<file path="config.mk">
export PLATFORM = sky130hd
export DESIGN_NAME = cov_stall_monitor
export DESIGN_NICKNAME = d
export VERILOG_FILES = /design/src/rtl/cov_stall_monitor.sv
export SDC_FILE = /design/constraint.sdc
export NUM_CORES = 1
export LEC_CHECK = 0
export ABC_AREA = 1
export CAP_MARGIN = 20
export CORE_ASPECT_RATIO = 0.75
export CORE_MARGIN = 10
export CORE_UTILIZATION = 40
export DETAILED_ROUTE_END_ITERATION = 8
export DONT_BUFFER_PORTS = 1
export PLACE_DENSITY = 0.64
export SKIP_LAST_GASP = 1
export SLEW_MARGIN = 20
export SYNTH_ARGS = -nofsm -noshare
export SYNTH_HDL_FRONTEND = slang
export SYNTH_SLANG_ARGS = --single-unit
</file>
<file path="constraint.sdc">
create_clock -name clock -period 4.2 [get_ports clock]
set_input_delay 0.63 -clock clock [delete_from_list [all_inputs] [get_ports clock]]
set_output_delay 0.63 -clock clock [all_outputs]
set_load 0.005 [all_outputs]
</file>
<file path="src/rtl/cov_stall_monitor.sv">
// Coverage stagnation / round watchdog monitor driving a latched msip request.
// Per-channel stall counters scale their threshold with the coverage magnitude.
module cov_stall_monitor #(
  parameter int NUM_CH      = 2,
  parameter int COV_W       = 30,
  parameter int CNT_W       = 32,
  parameter int BASE_WAIT   = 1000,
  parameter int SCALE_SHIFT = 19,
  parameter int WDOG_LIMIT  = 50000,
  parameter int ALL_MODE    = 0
) (
  input  logic                    clock,
  input  logic                    reset,
  input  logic                    enable,
  input  logic [NUM_CH*COV_W-1:0] cov,
  input  logic [63:0]             tohost,
  input  logic                    irq_ack,
  output logic                    irq,
  output logic [NUM_CH:0]         irq_cause,
  output logic [15:0]             fired_count
);

  localparam int THR_W = CNT_W + COV_W;

  typedef enum logic [1:0] {
    IDLE,
    ASSERT,
    REARM
  } state_t;

  state_t state_q, state_d;

  logic              irq_q, irq_d;
  logic [NUM_CH:0]   cause_q, cause_d;
  logic [15:0]       fired_q, fired_d;
  logic [CNT_W-1:0]  wdog_q, wdog_d;
  logic [NUM_CH-1:0] stalled;
  logic              round_done;
  logic              ack;
  logic              wd_hit;
  logic              stall_sel;
  logic              trigger;
  logic              unused_tohost;

  assign round_done    = tohost[0];
  assign unused_tohost = ^tohost[63:1];
  assign ack           = (state_q == ASSERT) && irq_ack;
  assign wd_hit        = (wdog_q >= CNT_W'(WDOG_LIMIT));

  genvar g;
  for (g = 0; g < NUM_CH; g++) begin : g_ch
    logic [COV_W-1:0] cov_ch;
    logic [COV_W-1:0] pre_q, pre_d;
    logic [CNT_W-1:0] cnt_q, cnt_d;
    logic [THR_W-1:0] thr;

    assign cov_ch = cov[g*COV_W +: COV_W];

    // Wide product so large coverage values never wrap the threshold
    assign thr = THR_W'(BASE_WAIT)
               * ((THR_W'(cov_ch) >> SCALE_SHIFT) + THR_W'(1));

    assign stalled[g] = (THR_W'(cnt_q) >= thr);

    always_comb begin
      pre_d = pre_q;
      cnt_d = cnt_q;
      if (enable) begin
        if (round_done) begin
          cnt_d = '0;
        end else if (cov_ch != pre_q) begin
          pre_d = cov_ch;
          cnt_d = '0;
        end else if (cnt_q != '1) begin
          cnt_d = cnt_q + CNT_W'(1);
        end
      end
      if (ack) begin
        cnt_d = '0;
      end
    end

    always_ff @(posedge clock or negedge reset) begin
      if (!reset) begin
        pre_q <= '0;
        cnt_q <= '0;
      end else begin
        pre_q <= pre_d;
        cnt_q <= cnt_d;
      end
    end
  end

  always_comb begin
    wdog_d = wdog_q;
    if (enable) begin
      if (round_done) begin
        wdog_d = '0;
      end else if (wdog_q != '1) begin
        wdog_d = wdog_q + CNT_W'(1);
      end
    end
    if (ack) begin
      wdog_d = '0;
    end
  end

  assign stall_sel = (ALL_MODE != 0) ? (&stalled) : (|stalled);
  assign trigger   = enable && !round_done && (wd_hit || stall_sel);

  always_comb begin
    state_d = state_q;
    irq_d   = irq_q;
    cause_d = cause_q;
    fired_d = fired_q;
    unique case (state_q)
      IDLE: begin
        if (trigger) begin
          state_d = ASSERT;
          irq_d   = 1'b1;
          cause_d = {wd_hit, stalled};
          if (fired_q != 16'hFFFF) begin
            fired_d = fired_q + 16'd1;
          end
        end
      end
      ASSERT: begin
        if (ack) begin
          state_d = REARM;
          irq_d   = 1'b0;
        end
      end
      REARM: begin
        state_d = IDLE;
      end
      default: begin
        state_d = IDLE;
      end
    endcase
  end

  always_ff @(posedge clock or negedge reset) begin
    if (!reset) begin
      state_q <= IDLE;
      irq_q   <= 1'b0;
      cause_q <= '0;
      fired_q <= '0;
      wdog_q  <= '0;
    end else begin
      state_q <= state_d;
      irq_q   <= irq_d;
      cause_q <= cause_d;
      fired_q <= fired_d;
      wdog_q  <= wdog_d;
    end
  end

  assign irq         = irq_q;
  assign irq_cause   = cause_q;
  assign fired_count = fired_q;

endmodule

</file>
==> impl_metrics.json, run 1 <==
{
  "arrival_ns": 5.99,
  "clock_sinks": 178,
  "p_seq_frac": 0.198,
  "place_area_um2": 19500,
  "syn_avg_cell_area_um2": 6.81,
  "slowest_delay_ns": 0.53,
  "switchingPower_mw": 3.91,
  "grt_setup_unrepaired": "yes",
  "crit-reg2reg-launch": "g_ch[0].pre_q[28]",
  "cp.depth": 32,
  "vias_per_cell": 4.97,
  "vdd_drop_max_mv": 0.357,
  "final_layout_size_suffix_gt1_frac": 0.155,
  "grt_max_degree": 179,
  "worst_slack_ns": -1.44,
  "syn_area_um2": 17200,
  "cts_root_buffer": "clkbuf_16",
  "final_net_count": 2999,
  "internal-power_mw": 5.66,
  "min_period_ns": 5.64,
  "io_pins": 148,
  "cts_buffer_depth": 2,
  "drc_errors": 0,
  "worstRegToRegCells": 10,
  "cts_made_buffers": 17,
  "hold_ws_ns": -0.124,
  "clk_pin_slew_ns": 0.07,
  "worstSkewPairLatency_ns": 0.46,
  "violations": "negative hold slack, negative setup slack",
  "swShare": 0.409,
  "io_buffers": 0,
  "cp-startpoint": "cov[50]",
  "grt_pass1_wl_um": 77800,
  "setup_viol": 21,
  "worstSetupStartpointType": "primary input",
  "fin_area_um2": 20700,
  "fp.coreArea_um2": 42200,
  "skew_ns": 0.0211,
  "die_w_um": 259,
  "max_slew_margin": 0.316,
  "crit_buf_inv": 5,
  "wl_per_cell_um": 14.4,
  "crit_path_end_kind": "flop",
  "drt.antenna.violating_nets": 0,
  "detailed_place_hpwl_um": 35600,
  "hold_class": "in2async",
  "n_antenna_cell": 0,
  "yosysUniqueCellTypes": 43,
  "die_h_um": 199,
  "synth_cells": 2521,
  "synthToLayoutAreaGrowth_pct": 20.8,
  "start_util": 0.406,
  "ys.warnings.count": 0,
  "r2r-end": "g_ch[0].pre_q[28]",
  "overflow": 0,
  "clockPowerShare": 0.178,
  "slew_violations": 0,
  "p_total_mw": 9.56,
  "vias": 16192,
  "fmax_ghz": 0.177,
  "htreeDepth": 4,
  "grt_pass1_vias": 15433,
  "powerDensity_nw_per_um2": 461,
  "drtPass1Iterations": 5,
  "crit_family": "adder cells",
  "comb_power_share": 0.623,
  "finalCritPeriodShare": 1.34,
  "syn_nets": 2842,
  "cpMaxStageDelayCell": "fa_1",
  "status": "finished with violations",
  "wl_um": 46900,
  "criticalPathCategory": "in2reg",
  "rows": 65,
  "worst_slew_pin_slew_ns": 1.02,
  "cap_viol_max_count": 0,
  "finalHoldViolations": 178,
  "cp.required_ns": 4.55,
  "antenna_found_initial": 0,
  "ff2ff_setup_slack_ns": 1.39,
  "finalSetupTns_ns": -29.36,
  "first_iter_violations": 1150,
  "gp_congestion": 0.916,
  "p_leak_nw": 10.5,
  "ys_seq_elements": 178,
  "final.fill_count": 4067,
  "tritoncts": "built",
  "yosysSeqAreaShare": 0.260,
  "dieArea_um2": 51700,
  "critical_path.max_fanout": 7,
  "grt_usage": 0.182
}
-- layout make-up --
| cell class | instances | area [um^2] | share of cell area |
|---|---|---|---|
| Multi-Input combinational cell | 1886 | 11900 | 0.574 |
| Clock inverter | 14 | 174 | 0.00839 |
| Inverter | 395 | 1490 | 0.0717 |
| Timing Repair Buffer | 200 | 1580 | 0.0764 |
| Clock buffer | 18 | 429 | 0.0207 |
| Sequential cell | 178 | 4450 | 0.215 |
| Tap cell | 569 | 712 | 0.0343 |
-- cells by family (layout without fill, tap and decap cells) --
logic type | count (synthesis) | in the layout | share of synthesized area
fa+ha+maj | 193 | 193 | 0.169
simple gates | 1380 | 1380 | 0.341
flops | 178 | 178 | 0.260
compound gates | 171 | 171 | 0.0537
xor+xnor | 142 | 142 | 0.0725
buf+inv | 457 | 627 | 0.105
-- flip-flops by register name, indices dropped and copies added (netlist names) --
register / cells
g_ch.cnt_q: 64
g_ch.pre_q: 60
wdog_q: 32
fired_count: 16
irq_cause: 3
state_q: 2
irq: 1
-- Yosys cell counts (all sizes together) --
cell       n  share of area
dfrtp    178           0.26
xor2     111          0.057
nand3    227          0.066
nand2    739           0.16
a21boi     5         0.0022
o21ai     89          0.026
buf       47          0.015
and2       2        0.00073
ha       129          0.094
clkbuf    15         0.0033
nor3      68          0.021
inv      395          0.086
a21oi     58          0.017
or2       10         0.0036
a31o       1        0.00051
nand4     30          0.011
o22a       1        0.00051
nor4      11         0.0040
nand2b     1        0.00036
and3       1        0.00036
a221oi     1        0.00051
nor2     266          0.059
xnor2     31          0.016
o2111ai    1        0.00051
fa        64          0.075
o31ai      2        0.00087
nor3b      1        0.00044
o21bai     7         0.0031
a21o       5         0.0022
nand3b    24          0.011
a211oi     1        0.00044
-- routing by layer --
| metal | vias up | GRT usage | routed length [um] |
|---|---|---|---|
| met5 | - | 0 | 0 |
| met4 | 0 | 0.0370 | 492 |
| met3 | 30 | 0.0241 | 1960 |
| met2 | 307 | 0.294 | 21300 |
| met1 | 7669 | 0.255 | 23100 |
| li1 | 8186 | - | - |
-- worst max-delay path by stage --
stage                           endpoint
after floorplan           fired_count[7]
after global placement    fired_count[7]
after detailed placement  fired_count[7]
after CTS                 fired_count[7]
after global routing      fired_count[6]
final                     fired_count[6]
-- layout by cell type, fill, tap and decap left out, types with 46 or more instances in the layout --
| master | instances |
|---|---|
| inv_1 | 368 |
| fa_1 | 61 |
| nor3_1 | 60 |
| nand3_1 | 218 |
| ha_1 | 100 |
| o21ai_0 | 71 |
| a21oi_1 | 46 |
| buf_4 | 188 |
| dfrtp_1 | 178 |
| nor2_1 | 245 |
| nand2_1 | 703 |
| xor2_1 | 96 |
-- power by group through the flow --
stage	clock network (mW)	registers [mW]	logic (mW)
global route	1.81	1.91	6.73
floorplan	0	1.91	3.62
CTS	1.75	1.90	5.58
global placement	0	1.93	5.19
finish	1.70	1.90	5.96
detailed placement	0	1.93	5.32
-- what timing repair did --
item,in CTS,in global routing
pin swaps,10,16
setup buffers,15,10
endpoints found under the hold margin,178,178
cloned,0,3
resized for setup,41,58
endpoints found under the setup margin,21,21
-- through the flow --
| stage | utilization | setup WS, ns | std cells |
|---|---|---|---|
| after floorplan | - | -1.42 | 2521 |
| after global placement | 0.461 | -1.88 | 3200 |
| after detailed placement | 0.461 | -1.97 | 3200 |
| after CTS | 0.482 | -1.28 | 3247 |
| after global routing | 0.491 | -1.70 | 3260 |
| final | 0.491 | -1.44 | 3260 |
Note: power is estimated with default switching activity, not from simulation.
==> run 2, diff against run 1 <==
REMOVE_ABC_BUFFERS = 1   (was not set)
==> run 2 against run 1 <==
The flow still finishes with violations (negative hold slack, negative setup slack); cell count about the same; worst hold slack worse by 0.017 ns; highest routed layer unchanged; sequential share of layout area about the same; non-clock buffer count up 2; via count up 0.46%; first-iteration DRC count up 23%; register-to-register slack worse by 0.03 ns; combinational power up 8.4%; critical path depth up 3; critical path type unchanged; die area unchanged; largest cell class unchanged.
==> impl_metrics.json, run 2 (same netlist as run 1, synthesis figures left out) <==
{
  "finalHoldViolations": 178,
  "post-route-util": 0.491,
  "rows": 65,
  "worst_slew_pin_slew_ns": 1.08,
  "gp_congestion": 0.923,
  "cap_viol_max_count": 0,
  "place_area_um2": 18900,
  "fmax_ghz": 0.176,
  "final_common_cell": "nand2_1",
  "grt_pass1_wl_um": 79100,
  "grt_util_met2": 0.290,
  "criticalPathCategory": "in2reg",
  "vias": 16267,
  "p_leak_nw": 10.6,
  "cts_made_buffers": 17,
  "tritoncts": "built",
  "cts_root_buffer": "clkbuf_16",
  "hold_class": "in2async",
  "n_antenna_cell": 0,
  "cts_buffer_depth": 2,
  "fin_cells": 3261,
  "synthToLayoutAreaGrowth_pct": 20.9,
  "dieArea_um2": 51700,
  "regArea_um2": 4450,
  "powerDensity_nw_per_um2": 480,
  "slew_violations": 0,
  "crit_path_end_kind": "flop",
  "vdd_drop_max_mv": 0.428,
  "overflow": 0,
  "path_common_cell": "nand2_1",
  "first_iter_violations": 1411,
  "final.fill_count": 4040,
  "skew_ns": 0.0137,
  "fin_area_um2": 20700,
  "worstSetupStartpointType": "primary input",
  "max_slew_margin": 0.277,
  "critical_path.max_fanout": 8,
  "largest_register": "g_ch.cnt_q",
  "layout_common_cells": "nand2_1 (702), inv_1 (363), nor2_1 (248)",
  "grt_setup_unrepaired": "yes",
  "final_net_count": 3001,
  "finalSetupTns_ns": -29.80,
  "grt_max_degree": 179,
  "grt_pass1_vias": 15808,
  "largest_reg_flops": 64,
  "violations": "negative hold slack, negative setup slack",
  "htreeDepth": 4,
  "detailed_place_hpwl_um": 34500,
  "drt.antenna.violating_nets": 0,
  "worstSkewPairLatency_ns": 0.47,
  "clk_pin_slew_ns": 0.07,
  "die_w_um": 259,
  "final_layout_size_suffix_gt1_frac": 0.157,
  "grt_usage": 0.185,
  "start_util": 0.406,
  "wl_um": 46800,
  "die_h_um": 199,
  "wl_per_cell_um": 14.3,
  "hold_ws_ns": -0.141,
  "cp.required_ns": 4.56,
  "reg_top3": "g_ch.cnt_q (64), g_ch.pre_q (60), wdog_q (32)",
  "arrival_ns": 6.04,
  "grt_util_met1": 0.262,
  "worst_slack_ns": -1.48,
  "placed_cells": 3202,
  "clock_sinks": 178,
  "grtUsageMet3": 0.0308,
  "vias_per_cell": 4.99,
  "drc_errors": 0,
  "drtPass1Iterations": 5,
  "grt_busiest_layer": "met2",
  "fp.coreArea_um2": 42200,
  "antenna_found_initial": 0,
  "min_period_ns": 5.68,
  "io_pins": 148,
  "setup_viol": 21,
  "p_total_mw": 9.95,
  "finalCritPeriodShare": 1.35,
  "slowest_delay_ns": 0.53,
  "cpMaxStageDelayCell": "fa_1",
  "status": "finished with violations",
  "io_buffers": 0,
  "multi_input_area_um2": 11900
}
run 2: cell types whose count changed in the layout (fill, tap and decap cells not counted), sizes merged:
| cell | change |
|---|---|
| buf | +3 |
| clkinvlp | -2 |
| bufinv | -1 |
| clkbuf | +1 |
run 2: area by class of cell:
cell class | instances | share of cell area
clock buffers | 20 | 0.0211
well taps | 569 | 0.0343
inverters | 395 | 0.0717
clock inverters | 11 | 0.00495
multi-input cells | 1886 | 0.575
repair buffers | 202 | 0.0783
flip-flops and latches | 178 | 0.215
run 2: final timing paths:
path                                   start                end  slack, ns  cells after the start
setup / recovery                     cov[19]    fired_count[13]      -1.48                     35
hold / removal                         reset  g_ch[0].pre_q[17]      -0.14                      0
setup reg to reg                  state_q[0]         wdog_q[17]       1.36                     12
hold reg to reg            g_ch[1].pre_q[18]  g_ch[1].pre_q[18]       0.50                      2
max in group asynchronous              reset         wdog_q[19]       3.96                      0
min in group clock                   irq_ack         state_q[0]       0.26                      1
run 2: where the power goes:
group / internal, mW / switching [mW] / total (mW)
Clock: 0.819 / 0.763 / 1.58
Sequential: 1.81 / 0.0891 / 1.90
Combinational: 3.25 / 3.21 / 6.46
run 2: repair_timing:
item	in CTS	in global routing
cloned	1	1
pin swaps	106	29
setup buffers	17	9
endpoints found under the setup margin	21	21
hold endpoints to repair	178	178
resized for setup	177	50
run 2: metal layers:
layer / up-vias / routed length [um]
met3: 41 / 2670
met1: 7679 / 22800
li1: 8184 / -
met5: - / 0
met2: 363 / 20600
met4: 0 / 680
run 2: worst max-delay path, delay by kind of cell:
kind	cells	cell delay, ns
compound gates	6	0.80
simple gates	14	1.23
buf+inv	8	0.91
fa+ha+maj	5	2.12
xor+xnor	2	0.33
run 2: through the flow:
stage | setup WS, ns | hold WS, ns
after floorplan | -2.50 | 0.334
after detailed placement | -2.27 | 0.341
final | -1.48 | -0.141
after global placement | -2.22 | 0.340
after global routing | -1.81 | -0.170
after CTS | -1.32 | -0.172
==> run 3, diff against run 2 <==
CTS_BUF_LIST = sky130_fd_sc_hd__clkbuf_4 sky130_fd_sc_hd__clkbuf_8 sky130_fd_sc_hd__clkbuf_16   (was not set)
HOLD_SLACK_MARGIN = 0.02   (was not set)
==> run 3 against run 2 <==
The run still ends with negative hold slack, negative setup slack left; combinational power fell by 1%; total power fell by 0.71%; final area fell by 0.34%; die area did not move; fmax rose by 0.61%; clock skew barely moved; first-iteration DRC count fell by 1.4%; register-to-register slack barely moved; global-route usage barely moved; critical path type unchanged; critical endpoint is now fired_count[2].
==> impl_metrics.json, run 3 (same netlist as run 1, synthesis figures left out) <==
{
  "status": "finished with violations",
  "violations": "negative hold slack, negative setup slack",
  "cts_buffer_depth": 2,
  "fp.coreArea_um2": 42200,
  "wl_um": 46600,
  "crit_path_end_kind": "flop",
  "reg_top3": "g_ch.cnt_q (64), g_ch.pre_q (60), wdog_q (32)",
  "slew_violations": 0,
  "io_pins": 148,
  "ff2ff_setup_slack_ns": 1.36,
  "worst_slew_pin_slew_ns": 1.08,
  "grt_max_degree": 179,
  "powerDensity_nw_per_um2": 478,
  "p_seq_frac": 0.193,
  "drtPass1Iterations": 5,
  "hold_ws_ns": -0.141,
  "slowest_delay_ns": 0.49,
  "detailed_place_hpwl_um": 34500,
  "cts_made_buffers": 17,
  "cap_viol_max_count": 0,
  "gp_congestion": 0.923,
  "cpMaxStageDelayCell": "fa_1",
  "tritoncts": "built",
  "clk_pin_slew_ns": 0.07,
  "cp-startpoint": "cov[23]",
  "final_net_count": 2998,
  "min_period_ns": 5.64,
  "path_common_cell": "nand2_1",
  "worstSkewPairLatency_ns": 0.47,
  "dp_slack_ns": -2.27,
  "vias": 16257,
  "fmax_ghz": 0.177,
  "crit-reg2reg-launch": "state_q[0]",
  "worstSetupStartpointType": "primary input",
  "grt_usage": 0.185,
  "dieArea_um2": 51700,
  "antenna_found_initial": 0,
  "largest_register": "g_ch.cnt_q",
  "p_leak_nw": 10.5,
  "finalSetupTns_ns": -29.55,
  "final_common_cell": "nand2_1",
  "switchingPower_mw": 4.03,
  "start_util": 0.406,
  "post-route-util": 0.490,
  "synthToLayoutAreaGrowth_pct": 20.4,
  "worstRegToRegCells": 12,
  "wl_per_cell_um": 14.3,
  "overflow": 0,
  "skew_ns": 0.0134,
  "arrival_ns": 6.00,
  "vias_per_cell": 4.99,
  "hold_class": "in2async",
  "die_h_um": 199,
  "drc_errors": 0,
  "grt_setup_unrepaired": "yes",
  "vdd_drop_max_mv": 0.423,
  "r2r-end": "wdog_q[17]",
  "setup_viol": 21,
  "p_total_mw": 9.88,
  "grt_pass1_vias": 15804,
  "grt_pass1_wl_um": 79000,
  "critical_path.max_fanout": 6,
  "die_w_um": 259,
  "finalHoldViolations": 178,
  "internal-power_mw": 5.85,
  "htreeDepth": 4,
  "io_buffers": 0,
  "max_slew_margin": 0.280,
  "layout_common_cells": "nand2_1 (704), inv_1 (366), nor2_1 (248)",
  "n_antenna_cell": 0,
  "drt.antenna.violating_nets": 0,
  "comb_power_share": 0.645,
  "cts_root_buffer": "clkbuf_16",
  "first_iter_violations": 1391,
  "criticalPathCategory": "in2reg",
  "cp.required_ns": 4.56,
  "endpoint": "fired_count[2]",
  "rows": 65,
  "clock_sinks": 178,
  "worst_slack_ns": -1.44,
  "clockPowerShare": 0.163,
  "finalCritPeriodShare": 1.34,
  "final_layout_size_suffix_gt1_frac": 0.153,
  "largest_reg_flops": 64,
  "swShare": 0.408
}
[run 3: cell types whose count changed in the layout (fill, tap and decap cells not counted), moves of 2 or more]
cell	previous run	this run
clkbuf_4	0	3
nand2_2	25	23
o21ai_1	15	13
inv_1	363	366
inv_2	30	27
nand2_1	702	704
clkbuf_1	3	0
[run 3: cell type report]
type                    count  area [um^2]
repair buffers            199         1580
multi-input cells        1886        11900
clock buffers              20          448
flip-flops and latches    178         4450
fillers                  4057        21500
inverters                 395         1490
well taps                 569          712
clock inverters            11          103
[run 3: per-layer routing]
layer  track usage  vias up  wire [um]
li1              -     8184          -
met1         0.262     7716      22900
met2         0.290      317      20500
met3        0.0308       40       2540
met4        0.0430        0        675
met5             0        -          0
[run 3: power groups by stage]
stage / Combinational (mW) / Sequential [mW] / Clock (mW)
after floorplan: 3.09 / 1.91 / 0
after global placement: 4.81 / 1.93 / 0
after detailed placement: 4.92 / 1.94 / 0
after CTS: 6.13 / 1.91 / 1.65
after global routing: 7.16 / 1.92 / 1.71
final: 6.37 / 1.90 / 1.61
[run 3: critical path, delay by kind of cell]
family / cells / cell delay (ns)
XOR/XNOR: 2 / 0.37
adder cells (fa/ha/maj): 6 / 2.27
buffers and inverters: 6 / 0.54
AND/OR/NAND/NOR: 20 / 2.20
[run 3: what timing repair did]
item / in CTS / in global routing
buffers inserted: 17 / 7
endpoints found under the hold margin: 178 / 178
pin swaps: 106 / 14
resized for setup: 177 / 38
gates cloned: 1 / 0
setup endpoints to repair: 21 / 21
[run 3: worst min-delay path by stage]
stage	start	endpoint	slack, ns	depth (start not counted)
6_report	reset	g_ch[0].pre_q[17]	-0.14	0
5_1_grt	reset	g_ch[0].pre_q[17]	-0.17	0
4_1_cts	reset	g_ch[0].pre_q[17]	-0.17	0
3_5_place_dp	reset	g_ch[0].pre_q[17]	0.34	0
3_3_place_gp	reset	g_ch[0].pre_q[16]	0.34	0
2_1_floorplan	reset	fired_count[0]	0.33	0
[run 3: per-stage QoR]
stage	std cells	area, um^2
final	3258	20700
after global routing	3258	20700
after CTS	3251	20400
after detailed placement	3202	18900
after global placement	3202	18900
after floorplan	2459	16800
